### src/rtl/reg_pkg.sv
// Shared definitions for the register file and the decode destination-select logic.
// Optional feature macro used by this slice: REG_FILE_BYPASS_EN.
package reg_pkg;

  localparam int DATA_W_DEF = 16;
  localparam int ADDR_W_DEF = 3;
  localparam int CNT_W_DEF  = 4;

  typedef logic [ADDR_W_DEF-1:0] reg_addr_t;

  localparam reg_addr_t REG_ZERO = 3'd0;

endpackage

### src/rtl/reg_scoreboard.sv
// Pending-write scoreboard: busy vector, issue handshake, busy population and wb error flag.
// REG_FILE_BYPASS_EN lets a same-cycle write-back make a busy destination issuable.
module reg_scoreboard
  import reg_pkg::*;
#(
  parameter int ADDR_W = ADDR_W_DEF,
  parameter int CNT_W  = CNT_W_DEF
) (
  input  logic                    clk,
  input  logic                    rst_n,
  input  logic                    issue_valid_i,
  input  logic [ADDR_W-1:0]       issue_addr_i,
  output logic                    issue_ready_o,
  input  logic                    wb_valid_i,
  input  logic [ADDR_W-1:0]       wb_addr_i,
  output logic [(2**ADDR_W)-1:0]  busy_o,
  output logic [CNT_W-1:0]        pending_cnt_o,
  output logic                    wb_err_o
);

  localparam int DEPTH = 2**ADDR_W;

  logic [DEPTH-1:0] busy_q, busy_d;
  logic [CNT_W-1:0] cnt_q, cnt_d;
  logic             err_q, err_d;
  logic             issue_zero_s, wb_zero_s, fire_s;

  // Issue handshake; without bypass a same-cycle clear is deliberately not seen.
  always_comb begin
    issue_zero_s = (issue_addr_i == ADDR_W'(REG_ZERO));
    wb_zero_s    = (wb_addr_i == ADDR_W'(REG_ZERO));
`ifdef REG_FILE_BYPASS_EN
    issue_ready_o = issue_zero_s | ~busy_q[issue_addr_i]
                  | (wb_valid_i & (wb_addr_i == issue_addr_i));
`else
    issue_ready_o = issue_zero_s | ~busy_q[issue_addr_i];
`endif
    fire_s = issue_valid_i & issue_ready_o;
  end

  // Next busy vector: write-back clears first so a colliding issue leaves the bit set.
  always_comb begin
    busy_d = busy_q;
    if (wb_valid_i) begin
      busy_d[wb_addr_i] = 1'b0;
    end else begin
      busy_d[wb_addr_i] = busy_q[wb_addr_i];
    end
    if (fire_s) begin
      busy_d[issue_addr_i] = 1'b1;
    end else begin
      busy_d[issue_addr_i] = busy_d[issue_addr_i];
    end
    busy_d[0] = 1'b0;
    cnt_d = {CNT_W{1'b0}};
    for (int i = 1; i < DEPTH; i++) begin
      cnt_d = cnt_d + CNT_W'(busy_d[i]);
    end
    err_d = err_q | (wb_valid_i & ~wb_zero_s & ~busy_q[wb_addr_i]);
  end

  // Scoreboard state; reset drops every outstanding reservation.
  always_ff @(posedge clk or negedge rst_n) begin
    if (!rst_n) begin
      busy_q <= {DEPTH{1'b0}};
      cnt_q  <= {CNT_W{1'b0}};
      err_q  <= 1'b0;
    end else begin
      busy_q <= busy_d;
      cnt_q  <= cnt_d;
      err_q  <= err_d;
    end
  end

  assign busy_o        = busy_q;
  assign pending_cnt_o = cnt_q;
  assign wb_err_o      = err_q;

endmodule

### src/rtl/reg_file_sb.sv
// Register file with pending-write scoreboard and two combinational read ports.
// Define REG_FILE_BYPASS_EN to forward same-cycle write-backs onto the read ports.
module reg_file_sb
  import reg_pkg::*;
#(
  parameter int DATA_W = DATA_W_DEF,
  parameter int ADDR_W = ADDR_W_DEF,
  parameter int CNT_W  = CNT_W_DEF
) (
  input  logic              clk,
  input  logic              rst_n,
  input  logic [ADDR_W-1:0] rs_addr,
  input  logic [ADDR_W-1:0] rt_addr,
  output logic [DATA_W-1:0] rs_data,
  output logic [DATA_W-1:0] rt_data,
  output logic              rs_busy,
  output logic              rt_busy,
  input  logic              issue_valid,
  input  logic [ADDR_W-1:0] issue_addr,
  output logic              issue_ready,
  input  logic              wb_valid,
  input  logic [ADDR_W-1:0] wb_addr,
  input  logic [DATA_W-1:0] wb_data,
  output logic [CNT_W-1:0]  pending_cnt,
  output logic              wb_err
);

  localparam int DEPTH = 2**ADDR_W;

  logic [DATA_W-1:0] regs_q [DEPTH];
  logic [DEPTH-1:0]  busy_s;
  logic              wb_nz_s;

  reg_scoreboard #(
    .ADDR_W (ADDR_W),
    .CNT_W  (CNT_W)
  ) u_sb (
    .clk           (clk),
    .rst_n         (rst_n),
    .issue_valid_i (issue_valid),
    .issue_addr_i  (issue_addr),
    .issue_ready_o (issue_ready),
    .wb_valid_i    (wb_valid),
    .wb_addr_i     (wb_addr),
    .busy_o        (busy_s),
    .pending_cnt_o (pending_cnt),
    .wb_err_o      (wb_err)
  );

  assign wb_nz_s = wb_valid & (wb_addr != ADDR_W'(REG_ZERO));

  // Data array; entry 0 is never written so it stays at its reset value.
  always_ff @(posedge clk or negedge rst_n) begin
    if (!rst_n) begin
      for (int i = 0; i < DEPTH; i++) begin
        regs_q[i] <= {DATA_W{1'b0}};
      end
    end else if (wb_nz_s) begin
      regs_q[wb_addr] <= wb_data;
    end
  end

  // Read port A, with optional same-cycle forwarding of the write-back.
  always_comb begin
    rs_data = regs_q[rs_addr];
    rs_busy = busy_s[rs_addr];
    if (rs_addr == ADDR_W'(REG_ZERO)) begin
      rs_data = {DATA_W{1'b0}};
      rs_busy = 1'b0;
`ifdef REG_FILE_BYPASS_EN
    end else if (wb_nz_s && (wb_addr == rs_addr)) begin
      rs_data = wb_data;
      rs_busy = 1'b0;
`endif
    end else begin
      rs_data = regs_q[rs_addr];
      rs_busy = busy_s[rs_addr];
    end
  end

  // Read port B, identical in behaviour to port A.
  always_comb begin
    rt_data = regs_q[rt_addr];
    rt_busy = busy_s[rt_addr];
    if (rt_addr == ADDR_W'(REG_ZERO)) begin
      rt_data = {DATA_W{1'b0}};
      rt_busy = 1'b0;
`ifdef REG_FILE_BYPASS_EN
    end else if (wb_nz_s && (wb_addr == rt_addr)) begin
      rt_data = wb_data;
      rt_busy = 1'b0;
`endif
    end else begin
      rt_data = regs_q[rt_addr];
      rt_busy = busy_s[rt_addr];
    end
  end

endmodule

### config.mk
export PLATFORM = sky130hd
export DESIGN_NAME = reg_file_sb
export DESIGN_NICKNAME = d
export VERILOG_FILES = /design/src/rtl/reg_pkg.sv /design/src/rtl/reg_scoreboard.sv /design/src/rtl/reg_file_sb.sv
export SDC_FILE = /design/constraint.sdc
export NUM_CORES = 1
export LEC_CHECK = 0
export ABC_AREA = 1
export CELL_PAD_IN_SITES_DETAIL_PLACEMENT = 1
export CELL_PAD_IN_SITES_GLOBAL_PLACEMENT = 1
export CORE_MARGIN = 4
export CORE_UTILIZATION = 46
export CTS_CLUSTER_DIAMETER = 150
export DETAILED_ROUTE_END_ITERATION = 8
export PLACE_DENSITY_LB_ADDON = 0.08
export SLEW_MARGIN = 10
export SYNTH_ARGS = -nofsm -noshare
export SYNTH_HDL_FRONTEND = slang
export SYNTH_SLANG_ARGS = --single-unit
### constraint.sdc
create_clock -name clk -period 5.05 [get_ports clk]
set_input_delay 1.01 -clock clk [delete_from_list [all_inputs] [get_ports clk]]
set_output_delay 1.01 -clock clk [all_outputs]
set_load 0.05 [all_outputs]
==> results.yml <==
run_status:
  outcome: "finished clean"
min_path:
  hp-class: "flip-flop to flip-flop"
  holdPathStages: 0
setup_path:
  critical_path_class: "input port to flip-flop"
  cp-startpoint: "issue_addr[0]"
  rr_worst_depth: 16
  end_kind: "flip-flop"
  path_common_cell: "nand2_1"
  worstPathCellList: "clkdlybuf4s50_1 > inv_1 > nand2_1 > nand2_1 > nand2_1 > nand2_1 > nand2_1 > nand3_2 > o21ai_0 > ha_1 > fa_1 > inv_1 > fa_1 > inv_1 > ha_1 > inv_1 > fa_1 > xnor2_1"
  r2r_start: "u_sb.busy_o[2]"
  reg2reg_to: "u_sb.pending_cnt_o[2]"
  slowest_stage: "clkdlybuf4s50_1"
  cp-start-kind: "input port"
  required_ns: 5.35
  rrSetupSlack_ns: 1.51
  cp.arrival_ns: 4.69
  worstPathMaxFanout: 9
  worstSetupEndpoint: "u_sb.pending_cnt_o[2]"
  crit_path_max_incr_delay_ns: 0.57
detailed_routing:
  drt_wl_total_um: 26400
  wire_per_inst_um: 20.7
  antenna_left: 0
  vias: 7424
  drc: 0
  firstDrtPassIters: 5
  drt_iter0_markers: 616
  vias_per_cell: 5.83
sta:
  max_slew_margin: 0.393
  hold_violations: 0
  maxSlewViolCount: 0
  tns_ns: 0
  rsz0062_at_grt: "no"
  fin_skew_ns: 0.00192
  setup_viol: 0
  worst_pin_slew_ns: 0.910
  finalCritPeriodShare: 0.868
  max_freq_ghz: 0.228
  post-route-min-period_ns: 4.39
die:
  top_level_ports: 72
  chipHeight_um: 137
  start_util: 0.473
  die_w_um: 137
  num_rows: 46
  coreArea_um2: 16100
  die_area_um2: 18600
synthesis:
  ys_top_cells_by_count: "189 x nand2_1, 187 x o21ai_0, 140 x dfrtp_1, 96 x inv_1, 81 x nor2_1"
  ys_warn_count: 0
  synth_top_area_frac: 0.461
  synth_edf_count: 0
  postSynth.asyncResetShare: 1.00
  synth-seq-cells: 140
  synthCells: 1014
  synth-main-ff-cell: "dfrtp_1"
  syn_nets: 1053
  synthTopCellsByArea: "dfrtp_1 46%, o21ai_0 12%, nand2_1 9.3%, inv_1 4.7%, a21oi_1 4.0%"
  yosysTopAreaCell: "dfrtp_1"
  synth_area_um2: 7600
  ys_types: 28
  avgSynthCellArea_um2: 7.49
  seq_area_frac_synth: 0.461
  synth.most_common_cell: "nand2_1"
clocking:
  clkSlewWorstSetupHoldPaths_ns: 0.06
  htree_levels: 4
  clkSinkCount: 140
  cts-root-buf: "clkbuf_16"
  cts_tree: "yes"
  hold_buffers: 0
  clk_path_buf_depth: 2
  clk_latency_ns: 0.42
  post_cts_buffers: 0
  numCtsBuffers: 17
  cts_resized: 0
finish:
  area_delta_synth_final_pct: 22.1
  fill_cells: 1941
  post-route-cell-area_um2: 9280
  fin_nets: 1083
  diodes: 0
  post-route-util: 0.578
  drive_above_1_share: 0.104
grt:
  grtUsageTotal: 0.295
  grt_pass1_wl_um: 42300
  first_global_vias: 7658
  gr-total-overflow: 0
  antenna_found_initial: 0
  grt_max_degree: 104
place:
  numPortBuffers: 71
  place_area_um2: 8700
  gp_congestion: 0.827
  hpwlAfterDp_um: 16600
pwr:
  ir_worst_vdd_mv: 0.265
  sequentialPowerShare: 0.382
  leakagePower_nw: 4.31
  clock_power_share: 0.319
  power_mw: 3.86
  combPwrFrac: 0.299
  switching_power_mw: 1.38
  power-per-cell-area_nw_per_um2: 417
  switching_share: 0.356
  p_int_mw: 2.49
run:
  drv_cap: 0
power groups by stage:
stage                     Combinational, mW  Clock (mW)  Sequential (mW)
after detailed placement               1.15           0             1.49
after CTS                              1.16        1.24             1.47
final                                  1.15        1.23             1.48
after global placement                 1.11           0             1.48
after floorplan                       0.672           0             1.49
after global routing                   1.28        1.31             1.50
worst min-delay path by stage:
stage | from | to | slack, ns
after floorplan | regs_q[112] | regs_q[112] | 0.43
after global placement | regs_q[115] | regs_q[115] | 0.37
after detailed placement | regs_q[113] | regs_q[113] | 0.37
after CTS | regs_q[122] | regs_q[122] | 0.38
after global routing | regs_q[126] | regs_q[126] | 0.39
final | regs_q[113] | regs_q[113] | 0.38
per-stage QoR:
stage	hold WS (ns)	setup WS [ns]	instances
detailed placement	0.367	0.211	1241
global placement	0.365	0.408	1241
finish	0.378	0.665	1273
CTS	0.382	0.662	1273
global route	0.386	0.409	1273
floorplan	0.430	1.17	1014
metal layers:
layer  up-vias  wire (µm)  track usage
met5         -          0            0
met4         0        472       0.0806
met3        42       1530       0.0563
met2       266      12600        0.490
met1      3694      11800        0.398
li1       3422          -            -
registers in the layout (all words and copies together) (netlist names):
signal	count
u_sb.busy_o	7
u_sb.wb_err_o	1
regs_q	128
u_sb.pending_cnt_o	4
layout by cell type (no fill, tap or decap), drive strengths merged:
cell / n
fa: 3
nand3: 40
a22oi: 1
a21oi: 61
clkinv: 5
clkinvlp: 7
o22ai: 32
o31ai: 2
xnor2: 1
a211oi: 1
nand4: 4
nand2: 193
clkdlybuf4s50: 33
bufinv: 2
buf: 61
nor2: 84
o21bai: 1
o21ai: 244
ha: 4
dfrtp: 140
inv: 101
clkbuf: 18
o211ai: 19
worst max-delay path, delay by kind of cell:
family	cells	cell delay, ns
adder cells (fa/ha/maj)	5	1.81
buffers and inverters	5	0.92
AND/OR/NAND/NOR	6	0.53
AO/OA/AOI/OAI	1	0.29
XOR/XNOR	1	0.14
cells by family after synthesis:
| logic type | after synthesis | synth area share |
|---|---|---|
| buffers and inverters | 184 | 0.0996 |
| AOI/OAI and AO/OA | 361 | 0.252 |
| adders and majority gates | 7 | 0.0145 |
| DFF | 140 | 0.461 |
| xor gates and xnor gates | 1 | 0.00115 |
| and+or+nand+nor | 321 | 0.172 |
final cells by class:
cell class | instances | area [µm²] | share of cell area
Clock buffer | 18 | 429 | 0.0463
Clock inverter | 14 | 149 | 0.0160
Inverter | 101 | 379 | 0.0409
Multi-Input combinational cell | 690 | 3340 | 0.360
Sequential cell | 140 | 3500 | 0.378
Tap cell | 216 | 270 | 0.0291
Timing Repair Buffer | 94 | 1210 | 0.130
Power figures use the tool's default switching activity.
